<file path="src/rtl/cpu_host_ctrl_pkg.sv">
// Shared encodings for the A-RISC host sequencer: command opcodes and FSM states.
package cpu_host_ctrl_pkg;

  localparam logic [1:0] OP_LOAD_I = 2'd0;
  localparam logic [1:0] OP_LOAD_D = 2'd1;
  localparam logic [1:0] OP_RUN    = 2'd2;
  localparam logic [1:0] OP_DUMP_D = 2'd3;

  typedef enum logic [2:0] {
    ST_IDLE      = 3'd0,
    ST_LOAD_I    = 3'd1,
    ST_LOAD_D    = 3'd2,
    ST_RUN_START = 3'd3,
    ST_RUN_WAIT  = 3'd4,
    ST_DUMP      = 3'd5
  } state_e;

endpackage

</file>
<file path="src/rtl/cpu_host_ctrl_dram_port_mux.sv">
// DRAM port owner select: controller request when it owns the port, core request otherwise.
module dram_port_mux #(
  parameter int W = 8
) (
  input  logic         own_i,
  input  logic [W-1:0] ctrl_addr_i,
  input  logic [W-1:0] ctrl_din_i,
  input  logic         ctrl_write_i,
  input  logic [W-1:0] cpu_addr_i,
  input  logic [W-1:0] cpu_din_i,
  input  logic         cpu_write_i,
  output logic [W-1:0] dram_addr_o,
  output logic [W-1:0] dram_din_o,
  output logic         dram_write_o
);

  assign dram_addr_o  = own_i ? ctrl_addr_i  : cpu_addr_i;
  assign dram_din_o   = own_i ? ctrl_din_i   : cpu_din_i;
  assign dram_write_o = own_i ? ctrl_write_i : cpu_write_i;

endmodule

</file>
<file path="src/rtl/cpu_host_ctrl.sv">
// Host-side sequencer: loads IRAM/DRAM, starts the core, waits for idle, dumps DRAM.
// Optional RUN watchdog enabled by defining CPU_TIMEOUT_EN.
module cpu_host_ctrl
  import cpu_host_ctrl_pkg::*;
#(
  parameter int W         = 8,
  parameter int TIMEOUT_W = 16
) (
  input  logic         clk,
  input  logic         rst,
  input  logic         cmd_valid,
  output logic         cmd_ready,
  input  logic [1:0]   cmd_op,
  input  logic [W-1:0] cmd_addr,
  input  logic [W-1:0] cmd_len,
  input  logic         s_valid,
  output logic         s_ready,
  input  logic [15:0]  s_data,
  output logic         m_valid,
  input  logic         m_ready,
  output logic [W-1:0] m_data,
  output logic         iram_we,
  output logic [W-1:0] iram_waddr,
  output logic [15:0]  iram_wdata,
  input  logic [W-1:0] cpu_dram_addr,
  input  logic [W-1:0] cpu_dram_din,
  input  logic         cpu_dram_write,
  output logic [W-1:0] dram_addr,
  output logic [W-1:0] dram_din,
  output logic         dram_write,
  input  logic [W-1:0] dram_dout,
  output logic         cpu_start,
  input  logic         cpu_idle,
  output logic         cpu_rst,
  output logic         busy,
  output logic         done,
  output logic         err
);

  state_e               state_q, state_d;
  logic [W-1:0]         ptr_q, ptr_d;
  logic [W-1:0]         rem_q, rem_d;
  logic [W-1:0]         left_q, left_d;
  logic                 iss_done_q, iss_done_d;
  logic                 inflight_q, inflight_d;
  logic                 m_valid_q, m_valid_d;
  logic [W-1:0]         m_data_q, m_data_d;
  logic [TIMEOUT_W-1:0] tmo_q, tmo_d;
  logic                 done_q, done_d;
  logic                 err_q, err_d;
  logic                 cpu_rst_q, cpu_rst_d;
  logic                 beat_s;
  logic                 last_acc_s;

  // State and datapath registers
  always_ff @(posedge clk) begin
    if (rst) begin
      state_q    <= ST_IDLE;
      ptr_q      <= '0;
      rem_q      <= '0;
      left_q     <= '0;
      iss_done_q <= 1'b0;
      inflight_q <= 1'b0;
      m_valid_q  <= 1'b0;
      m_data_q   <= '0;
      tmo_q      <= '0;
      done_q     <= 1'b0;
      err_q      <= 1'b0;
      cpu_rst_q  <= 1'b0;
    end else begin
      state_q    <= state_d;
      ptr_q      <= ptr_d;
      rem_q      <= rem_d;
      left_q     <= left_d;
      iss_done_q <= iss_done_d;
      inflight_q <= inflight_d;
      m_valid_q  <= m_valid_d;
      m_data_q   <= m_data_d;
      tmo_q      <= tmo_d;
      done_q     <= done_d;
      err_q      <= err_d;
      cpu_rst_q  <= cpu_rst_d;
    end
  end

  // Next-state, counter and readback logic
  always_comb begin
    state_d    = state_q;
    ptr_d      = ptr_q;
    rem_d      = rem_q;
    left_d     = left_q;
    iss_done_d = iss_done_q;
    inflight_d = 1'b0;
    m_valid_d  = m_valid_q;
    m_data_d   = m_data_q;
    tmo_d      = tmo_q;
    done_d     = 1'b0;
    err_d      = err_q;
    cpu_rst_d  = 1'b0;
    beat_s     = 1'b0;
    last_acc_s = 1'b0;
    case (state_q)
      ST_IDLE: begin
        if (cmd_valid) begin
          ptr_d      = cmd_addr;
          rem_d      = cmd_len;
          left_d     = cmd_len;
          iss_done_d = 1'b0;
          tmo_d      = '0;
          err_d      = 1'b0;
          case (cmd_op)
            OP_LOAD_I: state_d = ST_LOAD_I;
            OP_LOAD_D: state_d = ST_LOAD_D;
            OP_RUN:    state_d = ST_RUN_START;
            OP_DUMP_D: state_d = ST_DUMP;
            default:   state_d = ST_IDLE;
          endcase
        end else begin
          state_d = ST_IDLE;
        end
      end
      ST_LOAD_I, ST_LOAD_D: begin
        if (s_valid) begin
          beat_s = 1'b1;
          ptr_d  = ptr_q + W'(1);
          if (rem_q == '0) begin
            done_d  = 1'b1;
            state_d = ST_IDLE;
          end else begin
            rem_d = rem_q - W'(1);
          end
        end else begin
          beat_s = 1'b0;
        end
      end
      ST_RUN_START: begin
        tmo_d   = '0;
        state_d = ST_RUN_WAIT;
      end
      ST_RUN_WAIT: begin
        // tmo_q == 0 marks the first wait cycle, where the core's idle flag is still stale
        if ((tmo_q != '0) && cpu_idle) begin
          done_d  = 1'b1;
          state_d = ST_IDLE;
        end else begin
`ifdef CPU_TIMEOUT_EN
          if (tmo_q == '1) begin
            cpu_rst_d = 1'b1;
            err_d     = 1'b1;
            state_d   = ST_IDLE;
          end else begin
            tmo_d = tmo_q + TIMEOUT_W'(1);
          end
`else
          if (tmo_q != '1) begin
            tmo_d = tmo_q + TIMEOUT_W'(1);
          end else begin
            tmo_d = tmo_q;
          end
`endif
        end
      end
      ST_DUMP: begin
        if (m_valid_q && m_ready) begin
          m_valid_d = 1'b0;
          if (left_q == '0) begin
            last_acc_s = 1'b1;
            state_d    = ST_IDLE;
          end else begin
            left_d = left_q - W'(1);
          end
        end else begin
          m_valid_d = m_valid_q;
        end
        if (inflight_q) begin
          m_data_d  = dram_dout;
          m_valid_d = 1'b1;
        end else begin
          m_data_d = m_data_q;
        end
        // Issue only when the output register is guaranteed free by the time data returns
        if (!inflight_q && !iss_done_q && (!m_valid_q || m_ready)) begin
          inflight_d = 1'b1;
          ptr_d      = ptr_q + W'(1);
          if (rem_q == '0) begin
            iss_done_d = 1'b1;
          end else begin
            rem_d = rem_q - W'(1);
          end
        end else begin
          inflight_d = 1'b0;
        end
      end
      default: state_d = ST_IDLE;
    endcase
  end

  assign cmd_ready  = (state_q == ST_IDLE) && !rst;
  assign s_ready    = (state_q == ST_LOAD_I) || (state_q == ST_LOAD_D);
  assign busy       = (state_q != ST_IDLE);
  assign cpu_start  = (state_q == ST_RUN_START);
  assign done       = done_q | last_acc_s;
  assign err        = err_q;
  assign cpu_rst    = cpu_rst_q;
  assign m_valid    = m_valid_q;
  assign m_data     = m_data_q;
  assign iram_we    = beat_s && (state_q == ST_LOAD_I);
  assign iram_waddr = ptr_q;
  assign iram_wdata = s_data;

  dram_port_mux #(.W(W)) u_dram_mux (
    .own_i        ((state_q == ST_LOAD_D) || (state_q == ST_DUMP)),
    .ctrl_addr_i  (ptr_q),
    .ctrl_din_i   (s_data[W-1:0]),
    .ctrl_write_i (beat_s && (state_q == ST_LOAD_D)),
    .cpu_addr_i   (cpu_dram_addr),
    .cpu_din_i    (cpu_dram_din),
    .cpu_write_i  (cpu_dram_write),
    .dram_addr_o  (dram_addr),
    .dram_din_o   (dram_din),
    .dram_write_o (dram_write)
  );

endmodule
</file>
<file path="config.mk">
export PLATFORM = sky130hd
export DESIGN_NAME = cpu_host_ctrl
export DESIGN_NICKNAME = d
export VERILOG_FILES = /design/src/rtl/cpu_host_ctrl_pkg.sv /design/src/rtl/cpu_host_ctrl_dram_port_mux.sv /design/src/rtl/cpu_host_ctrl.sv
export SDC_FILE = /design/constraint.sdc
export NUM_CORES = 1
export LEC_CHECK = 0
export ABC_AREA = 1
export CORE_UTILIZATION = 40
export CTS_CLUSTER_DIAMETER = 40
export CTS_CLUSTER_SIZE = 10
export DETAILED_ROUTE_END_ITERATION = 10
export HOLD_SLACK_MARGIN = 0.12
export PLACE_DENSITY = 0.67
export SYNTH_ARGS = -nofsm -noshare
export SYNTH_HDL_FRONTEND = slang
export SYNTH_SLANG_ARGS = --single-unit
</file>
<file path="constraint.sdc">
create_clock -name clk -period 4.4 [get_ports clk]
set_input_delay 1.1 -clock clk [delete_from_list [all_inputs] [get_ports clk]]
set_output_delay 1.1 -clock clk [all_outputs]
set_load 0.02 [all_outputs]
</file>
==> results.sh, run 1 <==
export IMPL_synth_xor_xnor_area_share_pct=1.795
export IMPL_synth_compound_area_share_pct=13.30
export IMPL_initial_utilization_pct=41.85
export IMPL_min_delay_start="m_data[4]$_SDFFE_PP0P_"
export IMPL_nNetsFinal=766
export IMPL_path_max_fanout=2
export IMPL_yosys_warnings=0
export IMPL_r2r_cells=8
export IMPL_fmax_ghz=0.2585
export IMPL_r2r_start="state_q[2]$_SDFFE_PP0P_"
export IMPL_crit_path_end_kind="output pin"
export IMPL_ant_nets=0
export IMPL_ys_top_cells_by_count="nand2_1, nor2_1, inv_1"
export IMPL_hold_depth=2
export IMPL_synth_top_family_by_area="simple AND/OR/NAND/NOR gates"
export IMPL_chipWidth_um=100.8
export IMPL_track_usage_pct=21.50
export IMPL_dieArea_um2=10160
export IMPL_cpMostUsedCell="clkdlybuf4s50_1"
export IMPL_cpMaxStageDelayCell="clkdlybuf4s50_1"
export IMPL_ctsHoldBuffers=0
export IMPL_final_setup_tns_ns=0
export IMPL_vias=4119
export IMPL_dp_hpwl_um=8229
export IMPL_pin_count=123
export IMPL_rows=35
export IMPL_synthMuxAreaShare_pct=2.596
export IMPL_clkLatencyLatePin_ns=0.33
export IMPL_synth_area_per_cell_um2=6.368
export IMPL_gp_congestion=0.8942
export IMPL_ys_types=40
export IMPL_required_ns=3.30
export IMPL_synth_top_area_cell="dfxtp_1"
export IMPL_worstPathArrival_ns=2.77
export IMPL_drt_initial_drc_count=204
export IMPL_cts_root_buf="clkbuf_8"
export IMPL_min_to="m_data[4]$_SDFFE_PP0P_"
export IMPL_setup_viol_count_final=0
export IMPL_grt_pass1_wl_um=17570
export IMPL_path_clk_slew_ns=0.11
export IMPL_final_max_slew_viol_count=0
export IMPL_drc_errors=0
export IMPL_r2r_slack_ns=1.85
export IMPL_synthArstFlopShare_pct=0
export IMPL_numCtsBuffers=5
export IMPL_htreeDepth=2
export IMPL_area_growth_syn_to_layout_pct=27.88
export IMPL_synth_fa_ha_area_share_pct=2.885
export IMPL_worst_slew_pin_transition_ns=0.7710
export IMPL_clock_skew_ns=0.01471
export IMPL_p_leak_nw=2.079
export IMPL_pre_cts_ws_ns=0.5452
export IMPL_synth_top_area_share_pct=28.21
export IMPL_synth_most_common_cell="nand2_1"
export IMPL_cts_resized=0
export IMPL_antenna_cells=0
export IMPL_post_cts_buffers=0
export IMPL_netlist_area_um2=3904
export IMPL_ir_drop_mv=0.3021
export IMPL_max_stage_delay_ns=0.68
export IMPL_rsz0062_at_grt="false"
export IMPL_period_share_pct=87.91
export IMPL_setup_slack_ns=0.5320
export IMPL_cpLargestDelayFamily="buffers and inverters"
export IMPL_fp_coreArea_um2=9328
export IMPL_antenna_found_initial=0
export IMPL_drt_total_wl_um=10770
export IMPL_netlist_top_cells_area="dfxtp_1, nand2_1, nor2_1"
export IMPL_whs_ns=0.4700
export IMPL_fillers=942
export IMPL_ys_seq_elements=55
export IMPL_clock_sink_count=55
export IMPL_finalHoldViolations=0
export IMPL_vias_per_cell=5.011
export IMPL_cts_buffer_depth=2
export IMPL_status="completed"
export IMPL_critPathLaunchType="primary input"
export IMPL_portBuffers=104
export IMPL_min_period_ns=3.868
export IMPL_final_layout_size_suffix_gt1_share_pct=7.359
export IMPL_slew_headroom_pct=48.54
export IMPL_pwr_density_cell_nw_per_um2=512.3
export IMPL_yosys_area_share_simple_pct=38.88
export IMPL_path_buf_inv=2
export IMPL_hp_class="reg -> reg"
export IMPL_fin_util_pct=53.52
export IMPL_grt_pass1_vias=3783
export IMPL_yosysSeqAreaShare_pct=28.21
export IMPL_wl_per_cell_um=13.10
export IMPL_grt_overflow_total=0
export IMPL_drt_pass1_iter_count=5
export IMPL_syn_inst=613
export IMPL_synth_edf_count=0
export IMPL_cts_tree="done"
export IMPL_cap_viol_max_count=0
export IMPL_dieHeight_um=100.8
export IMPL_path_class="in -> out"
export IMPL_cp_cell_sequence="clkdlybuf4s50_1 -> nand2_1 -> o41ai_1 -> clkdlybuf4s50_1"
export IMPL_ys_flop_type="dfxtp_1"
export IMPL_r2r_end="tmo_q[15]$_SDFFE_PP0P_"
export IMPL_grt_max_degree=31
state kept, by name, summed over array words and instances, names as in the netlist, 3 cells and up:
register    count
tmo_q          16
left_q          8
m_data          8
iram_waddr      8
rem_q           8
state_q         3
final cells by class:
type	count	area, um2	area share (%)
sequential	55	1101	22.06
clock buffer	5	68.82	1.378
tap	129	161.4	3.233
clock inverter	3	25.02	0.5013
multi-input combinational	457	2328	46.64
inverter	67	251.5	5.038
timing repair buffer	106	1056	21.15
report_power, final:
part           internal, mW  switching [mW]  leakage (nW)
Combinational         0.576           0.944          1.58
Clock                 0.117           0.184        0.0452
Sequential            0.613           0.124         0.449
Total                  1.31            1.25          2.08
worst reg2reg max path: cells and delay by family, from the launching register on:
family,cells,cell delay [ns]
buf+inv,2,0.42
flops,1,0.46
simple gates,6,1.63
logic make-up after synthesis:
logic type / after synthesis
AOI/OAI and AO/OA: 98
xor gates and xnor gates: 8
adders and majority gates: 9
buffers and inverters: 102
DFF: 55
muxes: 9
other: 1
and+or+nand+nor: 331
placed cells by master, fill, tap and decap left out, types with 3 or more instances in the layout:
master	count
a21oi_1	45
xnor2_1	4
xor2_1	4
nand4_1	19
nand3_1	47
clkdlybuf4s50_1	104
nor2_2	4
nor2_1	96
inv_1	60
clkbuf_8	5
dfxtp_1	55
mux2_2	9
o21ai_1	5
nand2_2	9
ha_1	9
nand2_1	140
o21ai_0	38
inv_2	6
nand2_4	3
per-layer routing:
metal  up-vias  share of wire [%]  global-route usage, %
li1       2127                  -                      -
met4         0               0.71                  4.794
met1      1890                 48                  29.04
met5         -                  0                      0
met3         8                4.3                  4.022
met2        94                 47                  35.56
worst max-delay path by stage:
stage	startpoint	end	slack (ns)	depth (start not counted)
3_3_place_gp	m_ready	done	0.66	4
6_report	m_ready	done	0.53	4
3_5_place_dp	m_ready	done	0.55	4
2_1_floorplan	m_ready	done	1.30	2
4_1_cts	m_ready	done	0.54	4
5_1_grt	m_ready	done	0.46	4
metrics by stage:
stage | cells | instance area [um2] | power, mW
2_1_floorplan | 614 | 3908 | 1.817
3_3_place_gp | 814 | 4898 | 2.236
3_5_place_dp | 814 | 4898 | 2.260
4_1_cts | 822 | 4992 | 2.564
5_1_grt | 822 | 4992 | 2.776
6_report | 822 | 4992 | 2.558
(Power assumes the default switching activity.)
==> run 2, diff against run 1 <==
- GPL_TIMING_DRIVEN: default -> 0
==> run 2 against run 1 <==
Effect of this change:
- clock skew is 0.0021 ns lower
- critical path depth stayed put
- final area is 6.3% higher
- non-clock buffer count is 41 higher
- via count is 4.6% higher
- global-route usage is 1.6 points higher
- critical path type unchanged
==> results.sh, run 2 (synthesis results as in run 1) <==
export IMPL_nNetsFinal=807
export IMPL_place_area_um2=5190
export IMPL_cts_resized=0
export IMPL_portBuffers=112
export IMPL_clkLatencyLatePin_ns=0.32
export IMPL_fp_coreArea_um2=9328
export IMPL_worstPathArrival_ns=2.83
export IMPL_rows=35
export IMPL_pwr_density_cell_nw_per_um2=504.4
export IMPL_antenna_cells=0
export IMPL_fmax_ghz=0.2543
export IMPL_ctsHoldBuffers=0
export IMPL_drc_errors=0
export IMPL_ir_drop_mv=0.3398
export IMPL_required_ns=3.30
export IMPL_hp_class="reg -> reg"
export IMPL_track_usage_pct=23.07
export IMPL_cts_buffer_depth=2
export IMPL_final_max_slew_viol_count=0
export IMPL_dieHeight_um=100.8
export IMPL_cap_viol_max_count=0
export IMPL_fillers=941
export IMPL_chipWidth_um=100.8
export IMPL_mostFrequentLayoutCells="nand2_1, clkdlybuf4s50_1, nor2_1"
export IMPL_dp_hpwl_um=9236
export IMPL_p_leak_nw=2.254
export IMPL_vias_per_cell=4.991
export IMPL_grt_pass1_vias=3920
export IMPL_clock_sink_count=55
export IMPL_post_cts_buffers=0
export IMPL_drt_total_wl_um=11510
export IMPL_path_clk_slew_ns=0.11
export IMPL_rsz0062_at_grt="false"
export IMPL_antenna_found_initial=0
export IMPL_crit_path_end_kind="output pin"
export IMPL_layout_commonest_cell="nand2_1"
export IMPL_grt_pass1_wl_um=18650
export IMPL_gp_congestion=0.9064
export IMPL_ant_nets=0
export IMPL_regMostFlops="tmo_q"
export IMPL_cts_tree="done"
export IMPL_finalHoldViolations=0
export IMPL_path_class="in -> out"
export IMPL_area_growth_syn_to_layout_pct=35.90
export IMPL_vias=4307
export IMPL_final_setup_tns_ns=0
export IMPL_numCtsBuffers=5
export IMPL_final_area_um2=5305
export IMPL_wl_per_cell_um=13.34
export IMPL_dieArea_um2=10160
export IMPL_final_layout_size_suffix_gt1_share_pct=10.63
export IMPL_whs_ns=0.4660
export IMPL_largest_register_ff_count=16
export IMPL_path_max_fanout=2
export IMPL_drt_initial_drc_count=214
export IMPL_initial_utilization_pct=41.85
export IMPL_worst_slew_pin_transition_ns=0.5676
export IMPL_htreeDepth=2
export IMPL_setup_viol_count_final=0
export IMPL_cts_root_buf="clkbuf_8"
export IMPL_critPathLaunchType="primary input"
export IMPL_drt_pass1_iter_count=5
export IMPL_pin_count=123
export IMPL_grt_max_degree=19
export IMPL_clock_skew_ns=0.01263
export IMPL_period_share_pct=89.38
export IMPL_min_period_ns=3.933
export IMPL_slew_headroom_pct=62.16
export IMPL_fin_util_pct=56.87
export IMPL_grt_overflow_total=0
export IMPL_status="completed"
run 2: cell types whose count changed in the layout (fill, tap and decap cells not counted), moves of 5 or more:
| cell | before | now |
|---|---|---|
| clkdlybuf4s50_1 | 104 | 112 |
| buf_2 | 0 | 7 |
| clkbuf_1 | 0 | 5 |
| buf_4 | 2 | 21 |
run 2: path summary, 6_finish.rpt:
path	start	end	slack [ns]	cells after the start
max reg2reg	tmo_q[1]$_SDFFE_PP0P_	tmo_q[15]$_SDFFE_PP0P_	2.46	11
min reg2reg	m_data[7]$_SDFFE_PP0P_	m_data[7]$_SDFFE_PP0P_	0.47	2
max	m_ready	done	0.47	4
min	m_data[7]$_SDFFE_PP0P_	m_data[7]$_SDFFE_PP0P_	0.47	2
run 2: power breakdown:
group	total (mW)	leakage, nW	internal [mW]	switching [mW]
clock network	0.350	0.0548	0.172	0.178
registers	0.735	0.449	0.613	0.121
logic	1.59	1.75	0.630	0.961
run 2: critical path, cell delays in order:
cell             delay, ns
clkdlybuf4s50_1       0.49
nand2_1               0.10
o41ai_1               0.44
clkdlybuf4s50_1       0.69
run 2: stage by stage:
stage          cells  setup WS (ns)  power (mW)
2_1_floorplan    614          1.300       1.817
3_5_place_dp     855         0.4757       2.333
3_3_place_gp     855         0.4451       2.306
5_1_grt          863         0.4319       2.912
4_1_cts          863         0.4854       2.692
6_report         863         0.4674       2.676
run 2: area by class of cell:
class	count	area, um2	share of cell area [%]
Clock buffer	5	68.82	1.297
Timing Repair Buffer	112	1121	21.13
Inverter	67	251.5	4.741
Multi-Input combinational cell	457	2328	43.89
Sequential cell	55	1101	20.75
Buffer	35	226.5	4.269
Tap cell	129	161.4	3.042
Clock inverter	3	46.29	0.8726
run 2: per-layer routing:
layer	track usage, %	share of wire [%]	vias up
met1	32.57	45	1952
met5	0	0	-
met3	2.913	6.5	11
li1	-	-	2209
met2	37.51	47	135
met4	5.128	0.95	0
